===== src/rtl/mul_pkg.sv =====
// Shared definitions for the sequential multiplier family.
//   - FSM state encoding (2-bit): IDLE, CALC, DONE
//   - legal operand width bounds
package mul_pkg;

   localparam int MUL_WIDTH_MIN = 2;
   localparam int MUL_WIDTH_MAX = 32;

   typedef enum logic [1:0] {
      IDLE = 2'd0,
      CALC = 2'd1,
      DONE = 2'd2
   } mul_state_e;

endpackage


===== src/rtl/mul_cond_negate.sv =====
// Combinational conditional two's complement.
// Ports:
//   data_i  [W-1:0]  value to pass through or negate
//   neg_i            1 = output the two's complement of data_i
//   data_o  [W-1:0]  result
// Negating the most negative value returns the same bit pattern, which read
// as unsigned is exactly its magnitude.
module mul_cond_negate
   import mul_pkg::*;
#(
   parameter int W = 5
) (
   input  logic [W-1:0] data_i,
   input  logic         neg_i,
   output logic [W-1:0] data_o
);

   assign data_o = neg_i ? (~data_i + W'(1)) : data_i;

endmodule


===== src/rtl/param_seq_multiplier.sv =====
// Parametrised radix-2 shift-add sequential multiplier with valid/ready
// handshakes on operands and result, and per-operation signed/unsigned mode.
// Operands are converted to magnitudes on accept; the sign is re-applied
// to the accumulated product when it is loaded into the result register.
//
// Build option: MUL_EARLY_TERM_EN - when defined, CALC also ends as soon as
// the remaining multiplier bits are all zero (data-dependent latency).
//
// Ports:
//   mul_clk_i                 clock, rising edge
//   mul_reset_i               asynchronous active-high reset
//   in_valid_i / in_ready_o   operand handshake
//   multiplicand_i [W-1:0]    operand A
//   multiplier_i   [W-1:0]    operand B
//   signed_i                  1 = two's-complement operands
//   out_valid_o / out_ready_i result handshake
//   mul_result_o   [2W-1:0]   product, held until the next result loads
//
// state | meaning
// ------+----------------------------------------------------------
// IDLE  | ready for operands; accept loads magnitudes and sign
// CALC  | one shift-add step per cycle
// DONE  | result valid, waiting for the consumer
module param_seq_multiplier
   import mul_pkg::*;
#(
   parameter int WIDTH = 5
) (
   input  logic                 mul_clk_i,
   input  logic                 mul_reset_i,
   input  logic                 in_valid_i,
   output logic                 in_ready_o,
   input  logic [WIDTH-1:0]     multiplicand_i,
   input  logic [WIDTH-1:0]     multiplier_i,
   input  logic                 signed_i,
   output logic                 out_valid_o,
   input  logic                 out_ready_i,
   output logic [2*WIDTH-1:0]   mul_result_o
);

   localparam int PW = 2 * WIDTH;
   localparam int CW = $clog2(WIDTH + 1);

   if (WIDTH < MUL_WIDTH_MIN || WIDTH > MUL_WIDTH_MAX) begin : g_bad_width
      $error("param_seq_multiplier: WIDTH out of range");
   end

   mul_state_e        state_q, state_d;
   logic [PW-1:0]     a_q, a_d;
   logic [PW-1:0]     acc_q, acc_d;
   logic [PW-1:0]     res_q, res_d;
   logic [WIDTH-1:0]  b_q, b_d;
   logic [CW-1:0]     cnt_q, cnt_d;
   logic              sign_q, sign_d;

   logic [WIDTH-1:0]  a_mag, b_mag;
   logic [PW-1:0]     acc_sum, res_fix;
   logic [WIDTH-1:0]  b_shift;
   logic              last_cycle;

   mul_cond_negate #(.W(WIDTH)) u_neg_a (
      .data_i (multiplicand_i),
      .neg_i  (signed_i & multiplicand_i[WIDTH-1]),
      .data_o (a_mag)
   );

   mul_cond_negate #(.W(WIDTH)) u_neg_b (
      .data_i (multiplier_i),
      .neg_i  (signed_i & multiplier_i[WIDTH-1]),
      .data_o (b_mag)
   );

   // A zero product negates to zero, so no negative zero can appear.
   mul_cond_negate #(.W(PW)) u_neg_res (
      .data_i (acc_sum),
      .neg_i  (sign_q),
      .data_o (res_fix)
   );

   assign acc_sum = acc_q + (b_q[0] ? a_q : '0);
   assign b_shift = b_q >> 1;

`ifdef MUL_EARLY_TERM_EN
   assign last_cycle = (cnt_q == CW'(WIDTH - 1)) || (b_shift == '0);
`else
   assign last_cycle = (cnt_q == CW'(WIDTH - 1));
`endif

   always_comb begin
      state_d = state_q;
      a_d     = a_q;
      b_d     = b_q;
      acc_d   = acc_q;
      cnt_d   = cnt_q;
      sign_d  = sign_q;
      res_d   = res_q;
      case (state_q)
         IDLE: begin
            if (in_valid_i) begin
               a_d     = {{WIDTH{1'b0}}, a_mag};
               b_d     = b_mag;
               sign_d  = signed_i & (multiplicand_i[WIDTH-1] ^ multiplier_i[WIDTH-1]);
               acc_d   = '0;
               cnt_d   = '0;
               state_d = CALC;
            end
         end
         CALC: begin
            acc_d = acc_sum;
            a_d   = a_q << 1;
            b_d   = b_shift;
            cnt_d = cnt_q + CW'(1);
            if (last_cycle) begin
               res_d   = res_fix;
               state_d = DONE;
            end
         end
         DONE: begin
            if (out_ready_i) begin
               state_d = IDLE;
            end
         end
         default: state_d = IDLE;
      endcase
   end

   always_ff @(posedge mul_clk_i or posedge mul_reset_i) begin
      if (mul_reset_i) begin
         state_q <= IDLE;
         a_q     <= '0;
         b_q     <= '0;
         acc_q   <= '0;
         cnt_q   <= '0;
         sign_q  <= 1'b0;
         res_q   <= '0;
      end else begin
         state_q <= state_d;
         a_q     <= a_d;
         b_q     <= b_d;
         acc_q   <= acc_d;
         cnt_q   <= cnt_d;
         sign_q  <= sign_d;
         res_q   <= res_d;
      end
   end

   // Held low for the whole reset pulse, not just until the first edge.
   assign in_ready_o   = (state_q == IDLE) & ~mul_reset_i;
   assign out_valid_o  = (state_q == DONE);
   assign mul_result_o = res_q;

endmodule


===== config.mk =====
export PLATFORM = sky130hd
export DESIGN_NAME = param_seq_multiplier
export DESIGN_NICKNAME = d
export VERILOG_FILES = /design/src/rtl/mul_pkg.sv /design/src/rtl/mul_cond_negate.sv /design/src/rtl/param_seq_multiplier.sv
export SDC_FILE = /design/constraint.sdc
export NUM_CORES = 1
export LEC_CHECK = 0
export CELL_PAD_IN_SITES_DETAIL_PLACEMENT = 0
export CELL_PAD_IN_SITES_GLOBAL_PLACEMENT = 1
export CORE_UTILIZATION = 40
export DETAILED_ROUTE_END_ITERATION = 16
export DONT_BUFFER_PORTS = 1
export GPL_TIMING_DRIVEN = 0
export PLACE_DENSITY_LB_ADDON = 0.25
export REMOVE_ABC_BUFFERS = 1
export SYNTH_ARGS = -nofsm -noshare
export SYNTH_HDL_FRONTEND = slang
export SYNTH_SLANG_ARGS = --single-unit

===== constraint.sdc =====
create_clock -name mul_clk_i -period 5.53 [get_ports mul_clk_i]
set_input_delay 1.106 -clock mul_clk_i [delete_from_list [all_inputs] [get_ports mul_clk_i]]
set_output_delay 1.106 -clock mul_clk_i [all_outputs]
set_load 0.01 [all_outputs]

==> key figures, run 1 <==
Run status
  • Outcome: finished clean

Power and ir drop
  • Total power: 1500 uW
  • Pwr Density: between 500 and 600 nW/um^2
  • Flop pwr share: 0.358
  • Net Switching: 664 uW
  • Peak VDD IR: 0.245 mV
  • Comb power frac: 0.478
  • Switching Fraction: 0.442
  • Share of total power in the clock network: 0.165
  • P_leak: 0.00119 uW
  • Internal: 840 uW

Finish
  • Most common cell after layout, fill and taps aside: nand2_1
  • Area growth from synthesis to layout: 6.32%
  • Antenna cells: 0
  • Layout fillers: just under 600
  • Share of layout cells above drive strength 1: 0.0692
  • Commonest cells after routing, fill and taps aside: nand2_1 (45), dfrtp_1 (41), o21ai_0 (29)
  • Final #Nets: 289

Placement
  • Final GP Congestion: 0.746
  • HPWL Detailed: roughly 3.3 mm
  • I/O Buffers: 0

Synth
  • Syn Area/Cell: 9.27 sq um
  • Ys flop type: dfrtp_1
  • Cell variety after synth: 39
  • Yosys warns: 0
  • #FFs+latches synth: 41
  • Mapped Cells: 265
  • Mapped cell area: about 2500 sq um
  • EDFF count, synth: 0
  • Seq/Total Area, Yosys: 0.418
  • Async SR Flop Fraction: 1.00

Flow run
  • Max-cap viol count: 0

Setup path
  • Crit Path Max Fanout: 11
  • CP startpoint: b_q[0]$_DFFE_PP0P_
  • R2R cell count: 10
  • WP data arrival: roughly 3.2 ns
  • Crit path launch type: flop
  • Critical R2R Launch: b_q[0]$_DFFE_PP0P_
  • Worst Path Required: 5.69 ns
  • Setup crit end kind: flop
  • Critical path class: reg2reg

Route
  • Antenna viol nets, final: 0
  • Drt via density: 5.16
  • Wire per inst: 13.6 um
  • DRC Markers: 0
  • DR iter-0 viols: 84
  • Vias: 1,730
  • Total Routed Length: 4.56 mm
  • Drt pass-1 iters: 4

Timing
  • Final Cycle Share: 0.551
  • Fin. Hold Viols: 0
  • Worst clock skew: just under 0.007 ns
  • Max-slew headroom: 0.393
  • FMAX: 328 MHz
  • Worst slew pin tran: 0.907 ns
  • Final setup vio count: 0
  • Setup TNS: 0 ns
  • Min Tclk post-route: 3.05 ns
  • RSZ-0062 raised after global routing: no
  • Slew Viols, Final: 0

Floorplan
  • Core area: 5920 sq um
  • Io pins: 27
  • Die area: 6460 sq um
  • Die H: 80.4 um
  • Row count: 28
  • Initial Utilization: 0.415
  • Die extent in x: between 80 and 90 um

CTS
  • CTS tree: done
  • CTS Sinks: 41
  • Setup Buffers After CTS: 0
  • Clock buffer depth: 2
  • Post-CTS Hold Buffers: 0
  • Clock Latency Late Sink: around 0.3 ns
  • Worst-path clk slew: 0.09 ns
  • Total CTS buffers: 5
  • Htree depth: 2
  • Root Buffer: clkbuf_8
  • Resize count post-CTS: 0

GRT
  • Grt total ovfl: 0
  • Global-route wire length before repair: 8.10 mm
  • Vias in the first global route: 1,788
  • Largest net degree at the start of global routing: 42
  • Initial antenna violation count: 0
  • GRT Total Usage: 0.166

Min path
  • Worst hold path type: reg2reg
  • Hold Crit Depth: 2
  • Start point of the worst hold path: a_q[8]$_DFFE_PP0P_
-- power groups by stage --
stage                     Clock (uW)  Combinational [uW]  Sequential [uW]
after floorplan                    0                 595              518
after global placement             0                 718              540
after global routing             269                 837              559
after detailed placement           0                 732              547
final                            248                 719              538
after CTS                        256                 733              541
-- stage by stage --
| stage | instance area [sq um] | hold slack, ns | util | setup slack (ns) | instances |
|---|---|---|---|---|---|
| floorplan | 2400 | 0.463 | - | 2.79 | 252 |
| global placement | 2490 | 0.484 | 0.421 | 2.49 | 327 |
| detailed placement | 2500 | 0.498 | 0.422 | 2.50 | 327 |
| CTS | 2610 | 0.521 | 0.441 | 2.47 | 335 |
| global route | 2610 | 0.537 | 0.441 | 2.29 | 335 |
| finish | 2610 | 0.515 | 0.441 | 2.48 | 335 |
-- worst max-delay path: stages (launching register included) --
cell and delay, ns:
dfrtp_1 0.49, and2_1 0.22, ha_1 0.22, fa_1 0.41, a21o_1 0.21, a21oi_2 0.15
xnor2_1 0.15, or3_4 0.46, o41ai_2 0.33, xor2_1 0.18, o21ai_1 0.07
-- layout make-up --
type | instances | area, sq um | share of cell area
multi-input combinational | 201 | 1340 | 0.513
sequential | 41 | 1030 | 0.393
tap | 75 | 93.8 | 0.0359
clock buffer | 5 | 68.8 | 0.0264
clock inverter | 3 | 46.3 | 0.0177
inverter | 10 | 37.5 | 0.0144
-- cell usage after synthesis, types with 2 or more instances --
master | instances | area, sq um
clkbuf_1 | 12 | 45.0
a21o_1 | 2 | 15.0
o21ai_1 | 7 | 35.0
o21ai_0 | 29 | 145
a21oi_1 | 7 | 35.0
a22o_1 | 2 | 17.5
nor2_1 | 10 | 37.5
nand3_1 | 17 | 85.1
xnor2_1 | 10 | 87.6
xor2_1 | 11 | 96.3
nand2_1 | 45 | 169
inv_1 | 10 | 37.5
dfrtp_1 | 41 | 1030
o311ai_0 | 2 | 17.5
and2_1 | 10 | 62.6
nand2b_1 | 4 | 25.0
a221o_1 | 2 | 20.0
mux2i_1 | 3 | 30.0
a22oi_1 | 6 | 45.0
o31ai_1 | 3 | 22.5
ha_1 | 14 | 175
-- sequential cells by signal, indices dropped and copies added, names as in the netlist --
signal / flops
state_q: 2
sign_q: 1
acc_q: 10
cnt_q: 3
a_q: 10
b_q: 5
mul_result_o: 10
-- worst paths after layout --
| kind | slack (ns) | endpoint |
|---|---|---|
| worst min-delay path | 0.51 | a_q[9]$_DFFE_PP0P_ |
| worst max-delay path | 2.48 | mul_result_o[8]$_DFFE_PP0P_ |
| max in group asynchronous | 4.13 | acc_q[9]$_DFFE_PP0P_ |
| worst max register to register | 2.48 | mul_result_o[8]$_DFFE_PP0P_ |
| min in group asynchronous | 0.86 | acc_q[4]$_DFFE_PP0P_ |
| worst min register to register | 0.51 | a_q[9]$_DFFE_PP0P_ |
-- cell families after synthesis --
logic type                 count (synthesis)  synth area share
adders and majority gates                 15            0.0795
and+or+nand+nor                           91             0.169
AOI/OAI and AO/OA                         70             0.198
muxes                                      3            0.0122
xor gates and xnor gates                  22            0.0861
buffers and inverters                     23            0.0382
DFF                                       41             0.418
-- routing by layer --
| layer | vias up | share of wire | wire length, um | GRT usage |
|---|---|---|---|---|
| li1 | 903 | - | - | - |
| met1 | 792 | 0.49 | 2210 | 0.206 |
| met2 | 29 | 0.47 | 2130 | 0.285 |
| met3 | 6 | 0.031 | 141 | 0.0307 |
| met4 | 0 | 0.016 | 73 | 0.0589 |
| met5 | - | 0 | 0 | 0 |
Power figures use the tool's default switching activity.
==> inputs of run 2 (changes only) <==
==> constraint.sdc (replaced) <==
create_clock -name mul_clk_i -period 2.8 [get_ports mul_clk_i]
set_input_delay 0.56 -clock mul_clk_i [delete_from_list [all_inputs] [get_ports mul_clk_i]]
set_output_delay 0.56 -clock mul_clk_i [all_outputs]
set_load 0.01 [all_outputs]
==> run 2 against run 1 <==
Effect of this change:
- maximum frequency grew 12%
- first-iteration DRC count up 13%
- highest routed layer unchanged
- die area did not move
- power up 110%
- sequential power grew 97%
- non-clock buffer count is 5 higher
- largest cell class unchanged
- combinational power rose by 120%
- count of clock-buffer cells in the layout unchanged
- critical path type unchanged
- critical endpoint is now mul_result_o[9]$_DFFE_PP0P_
==> key figures, run 2 (synthesis results as in run 1) <==
Run status
  • Outcome: finished clean

Finish
  • Register area: 1030 sq um
  • Area growth from synthesis to layout: 11.0%
  • Commonest cells after routing, fill and taps aside: nand2_1 (45), dfrtp_1 (40), o21ai_0 (29)
  • Final #Nets: 294
  • Area of the multi-input gates: 1410 sq um
  • Layout fillers: 587
  • Most common cell after layout, fill and taps aside: nand2_1
  • Finished Cell Area: 2730 sq um
  • Share of layout cells above drive strength 1: 0.128
  • Antenna cells: 0
  • Final Non-Filler Cells: 340

CTS
  • Worst-path clk slew: around 0.090 ns
  • Htree depth: 2
  • Root Buffer: clkbuf_8
  • Total CTS buffers: 5
  • Post-CTS Hold Buffers: 0
  • Clock Latency Late Sink: 0.30 ns
  • Clock buffer depth: 2
  • CTS Sinks: 41
  • CTS tree: done

Timing
  • RSZ-0062 raised after global routing: yes
  • Max-slew headroom: 0.401
  • Slew Viols, Final: 0
  • Worst clock skew: roughly 0.012 ns
  • FMAX: 366 MHz
  • Min Tclk post-route: 2.73 ns
  • Fin. Hold Viols: 0
  • Final Cycle Share: 0.975
  • Final setup vio count: 0
  • Worst slew pin tran: about 0.89 ns

Setup path
  • WP data arrival: 2.89 ns
  • Worst Path Required: 2.96 ns
  • R2R cell count: 10
  • Crit Path Max Fanout: 4
  • Setup crit end kind: flop
  • Critical path class: reg2reg
  • Crit path launch type: flop

Placement
  • I/O Buffers: 0
  • Final GP Congestion: approximately 0.75
  • Placed Instances: 327
  • HPWL Detailed: between 3 and 4 mm
  • Placed cell area: 2500 sq um

Power and ir drop
  • Pwr Density: 1150 nW/um^2
  • P_leak: 0.00122 uW
  • Peak VDD IR: 0.501 mV

GRT
  • GRT Total Usage: 0.168
  • Met2 usage: 0.292
  • Largest net degree at the start of global routing: 42
  • GRT met3 Usage: 0.0307
  • Vias in the first global route: 1,824
  • Busiest grt layer: met2
  • Grt total ovfl: 0
  • GR Util met1: 0.208
  • Global-route wire length before repair: ~8.2 mm
  • Initial antenna violation count: 0

Floorplan
  • Io pins: 27
  • Die extent in x: 80.4 um
  • Core area: between 5000 and 6000 sq um
  • Die area: between 6000 and 7000 sq um
  • Row count: 28
  • Initial Utilization: 0.415
  • Die H: ~80 um

Route
  • Drt via density: 5.24
  • Drt pass-1 iters: 4
  • Total Routed Length: 4.72 mm
  • Antenna viol nets, final: 0
  • Wire per inst: 13.9 um
  • Vias: 1,780
  • DRC Markers: 0
  • DR iter-0 viols: 95

Min path
  • Worst hold path type: in2async

Flow run
  • Max-cap viol count: 0
run 2: path summary, 6_finish.rpt:
| path | start | endpoint | slack, ns |
|---|---|---|---|
| max in group asynchronous | mul_reset_i | b_q[0]$_DFFE_PP0P_ | 1.91 |
| max | b_q[0]$_DFFE_PP0P_ | mul_result_o[9]$_DFFE_PP0P_ | 0.07 |
| min reg2reg | a_q[8]$_DFFE_PP0P_ | a_q[9]$_DFFE_PP0P_ | 0.51 |
| max reg2reg | b_q[0]$_DFFE_PP0P_ | mul_result_o[9]$_DFFE_PP0P_ | 0.07 |
| min | mul_reset_i | acc_q[4]$_DFFE_PP0P_ | 0.31 |
| min in group mul_clk_i | out_ready_i | state_q[1]$_DFFE_PP0P_ | 0.37 |
run 2: final cells by class:
cell class	instances	share of cell area
Clock buffer	5	0.0253
Clock inverter	3	0.0170
Inverter	10	0.0138
Multi-Input combinational cell	201	0.519
Sequential cell	41	0.377
Tap cell	75	0.0344
Timing Repair Buffer	5	0.0138
run 2: worst max-delay path, stage by stage (launching register included):
cell	delay, ns
dfrtp_2	0.44
and2_4	0.16
ha_4	0.16
fa_2	0.37
a21o_1	0.22
a221oi_4	0.32
xor2_2	0.21
nand2b_1	0.13
o41ai_4	0.34
xnor2_1	0.15
o21ai_1	0.07
run 2: stage by stage:
stage,setup TNS [ns],worst slack [ns],utilization,power [uW],hold WS [ns]
3_3_place_gp,-1.63,-0.235,0.421,2480,0.484
3_5_place_dp,-0.572,-0.230,0.422,2530,0.498
5_1_grt,-0.109,-0.0553,0.460,3430,0.387
4_1_cts,0,0.0114,0.453,3130,0.345
6_report,0,0.0709,0.460,3120,0.309
2_1_floorplan,0,0.0575,-,2200,0.463
run 2: per-layer routing:
metal | vias to the layer above | routed length (um)
li1 | 915 | -
met1 | 825 | 2320
met2 | 34 | 2160
met3 | 6 | 162
met4 | 0 | 72
met5 | - | 0
run 2: power by group:
part	leakage, uW	internal [uW]	total (uW)	switching (uW)
combinational	0.000640	625	1570	945
sequential	0.000528	846	1060	216
clock	0.0000543	267	491	224
total	0.00122	1740	3120	1390
run 2: what timing repair did:
action                     in CTS  in global routing
cloned                          0                  0
setup buffers                   3                  2
setup endpoints to repair       4                  3
pin swaps                       6                  7
resized for setup               9                  5
==> inputs of run 3 (changes only) <==
--- a/config.mk
+++ b/config.mk
@@ -15,4 +15,5 @@
 export REMOVE_ABC_BUFFERS = 1
 export SYNTH_ARGS = -nofsm -noshare
 export SYNTH_HDL_FRONTEND = slang
+export SYNTH_HIERARCHICAL = 1
 export SYNTH_SLANG_ARGS = --single-unit
==> run 3 against run 2 <==
Effect of this change:
- core utilization is 3.4 points higher
- combinational power hardly changed
- critical path type unchanged
- highest routed layer unchanged
- non-clock buffer count is 14 higher
- power is 2.2% lower
- clock power is 12% lower
- register-to-register slack worse by 0.19 ns
- via count is 11% higher
- the flow now finishes with violations (design-rule violations, negative setup slack)
- maximum frequency is 6.4% lower
- routed wire length is 15% higher
- die area is 9.5% higher
==> key figures, run 3 <==
Finish
  • Final Non-Filler Cells: 375
  • Most common cell after layout, fill and taps aside: nand2_1
  • Antenna cells: 0
  • Final #Nets: 327
  • Post-layout util: 0.494
  • Finished Cell Area: 3170 sq um
  • Layout fillers: 617
  • Area growth from synthesis to layout: 17.7%
  • Commonest cells after routing, fill and taps aside: nand2_1 (43), dfrtp_1 (40), o21ai_0 (26)
  • Share of layout cells above drive strength 1: 0.268

GRT
  • Global-route wire length before repair: 9.43 mm
  • Largest net degree at the start of global routing: 42
  • Busiest grt layer: met2
  • GRT met3 Usage: 0.0396
  • GRT Total Usage: 0.169
  • Grt total ovfl: 0
  • Initial antenna violation count: 0
  • GR Util met1: 0.215
  • Vias in the first global route: 2,008
  • Met2 usage: 0.278

Setup path
  • Worst Path Required: about 3.0 ns
  • Largest stage delay, worst path: 0.55 ns
  • Critical R2R Launch: b_q[0]$_DFFE_PP0P_
  • Critical path class: reg2reg
  • Most frequent CP cell: a21o_1
  • Setup crit end kind: flop
  • WP data arrival: about 3.1 ns
  • Crit path launch type: flop
  • Crit path cell chain: and2_4, ha_4, a21o_1, a31oi_4, a21o_1, nand2_2, xor2_2, or4_4, o31ai_4, xnor2_1, mux2_4
  • Crit Path Max Fanout: 7
  • Worst path top cell family by delay: simple AND/OR/NAND/NOR gates
  • Crit path max-delay cell type: or4_4
  • Bufs and invs on worst path: 0
  • CP startpoint: b_q[0]$_DFFE_PP0P_

Timing
  • Worst slew pin tran: 0.865 ns
  • Max-slew headroom: 0.422
  • Setup TNS: -0.142 ns
  • Min Tclk post-route: 2.92 ns
  • Worst clock skew: ~0.0086 ns
  • RSZ-0062 raised after global routing: yes
  • Fin. Hold Viols: 0
  • Slew Viols, Final: 0
  • Final Cycle Share: 1.04
  • Post-route setup slack: -0.116 ns
  • FMAX: 343 MHz
  • Final setup vio count: 3

Synth
  • Dominant cell type by area after synthesis: dfrtp_1
  • EDFF count, synth: 0
  • #FFs+latches synth: 41
  • Async SR Flop Fraction: 1.00
  • Mapped Cells: 287
  • Cell variety after synth: 52
  • Syn Area/Cell: roughly 9.4 sq um
  • Yosys warns: 6
  • Seq/Total Area, Yosys: 0.381
  • Mapped cell area: 2700 sq um
  • Count leader, synth: nand2_1
  • Post-synth top area share: 0.381
  • Most frequent cells after synthesis: nand2_1 (46), dfrtp_1 (41), o21ai_0 (29)
  • Synth top area cells: dfrtp_1 (38%), ha_1 (6.5%), nand2_1 (6.4%)
  • Ys flop type: dfrtp_1

Run status
  • Failing checks: design-rule violations, negative setup slack
  • Outcome: complete, but fails checks

Power and ir drop
  • Pwr Density: ~960 nW/um^2
  • P_leak: 0.00135 uW
  • Peak VDD IR: 0.255 mV
  • Total power: 3050 uW

Floorplan
  • Initial Utilization: 0.420
  • Row count: 29
  • Die extent in x: 84.1 um
  • Core area: ~6400 sq um
  • Io pins: 27
  • Die H: 84.1 um
  • Die area: 7070 sq um

Route
  • Wire per inst: 14.5 um
  • DR iter-0 viols: 85
  • Drt via density: 5.29
  • Drt pass-1 iters: 10
  • Antenna viol nets, final: 0
  • DRC Markers: 2
  • Vias: 1,984
  • Total Routed Length: about 5.4 mm

Placement
  • I/O Buffers: 0
  • Final GP Congestion: 0.763
  • HPWL Detailed: 3.66 mm
  • Placed cell area: 2740 sq um
  • Placed Instances: 350

Flow run
  • Max-cap viol count: 0

CTS
  • Total CTS buffers: 5
  • CTS Sinks: 41
  • Clock Latency Late Sink: roughly 0.30 ns
  • Root Buffer: clkbuf_8
  • CTS tree: done
  • Htree depth: 2
  • Clock buffer depth: 2
  • Worst-path clk slew: roughly 0.08 ns
  • Post-CTS Hold Buffers: 0

Min path
  • Worst hold path type: in2async
==> run 3: changes by cell type in the layout (fill, tap and decap cells not counted), moves of 7 or more <==
cell and change:
nor2_1 -9, xnor2_1 +7, xor2_1 -7, buf_4 +11
mux2_2 +9, nand3_1 -12
==> run 3: layer usage <==
layer | up-vias | routed length (um)
li1 | 1009 | -
met1 | 929 | 2640
met2 | 40 | 2550
met3 | 6 | 171
met4 | 0 | 72
met5 | - | 0
==> run 3: kinds of logic after synthesis <==
group,after synthesis,share of synthesized area
muxes,19,0.0757
xor gates and xnor gates,22,0.0715
adders and majority gates,15,0.0724
and+or+nand+nor,96,0.186
buffers and inverters,33,0.0557
DFF,41,0.381
AOI/OAI and AO/OA,61,0.158
==> run 3: repair_timing <==
action	in CTS	in global routing
pin swaps	8	14
endpoints found under the setup margin	6	6
buffers inserted	9	8
resized for setup	22	23
==> run 3: worst paths after layout <==
path,cells after the start,slack [ns],to
max in group asynchronous,1,1.90,b_q[0]$_DFFE_PP0P_
max,11,-0.12,mul_result_o[9]$_DFFE_PP0P_
min reg2reg,2,0.49,b_q[2]$_DFFE_PP0P_
min,1,0.31,mul_result_o[0]$_DFFE_PP0P_
min in group mul_clk_i,1,0.35,state_q[1]$_DFFE_PP0P_
max reg2reg,11,-0.12,mul_result_o[9]$_DFFE_PP0P_
==> run 3: report_power, final <==
group / total, uW / switching [uW] / internal (uW) / leakage [uW]
logic: 1560 / 826 / 734 / 0.000761
clock network: 433 / 210 / 223 / 0.0000542
registers: 1060 / 235 / 825 / 0.000532
total: 3050 / 1270 / 1780 / 0.00135
==> run 3: metrics by stage <==
stage,hold WS [ns],worst slack (ns)
2_1_floorplan,0.449,-0.317
3_3_place_gp,0.470,-1.56
3_5_place_dp,0.467,-0.555
4_1_cts,0.343,-0.0621
5_1_grt,0.373,-0.235
6_report,0.313,-0.116
==> run 3: layout make-up <==
type / count / area [sq um] / area share
Clock buffer: 7 / 96.3 / 0.0304
Clock inverter: 1 / 5.00 / 0.00158
Inverter: 17 / 63.8 / 0.0201
Multi-Input combinational cell: 213 / 1730 / 0.545
Sequential cell: 41 / 1030 / 0.324
Tap cell: 77 / 96.3 / 0.0304
Timing Repair Buffer: 19 / 154 / 0.0485
==> run 3: worst reg2reg max path, cell delays in order, from the launching register on <==
cell	delay [ns]
dfrtp_2	0.47
and2_4	0.19
ha_4	0.21
a21o_1	0.20
a31oi_4	0.18
a21o_1	0.17
nand2_2	0.08
xor2_2	0.15
or4_4	0.55
o31ai_4	0.24
xnor2_1	0.09
mux2_4	0.26
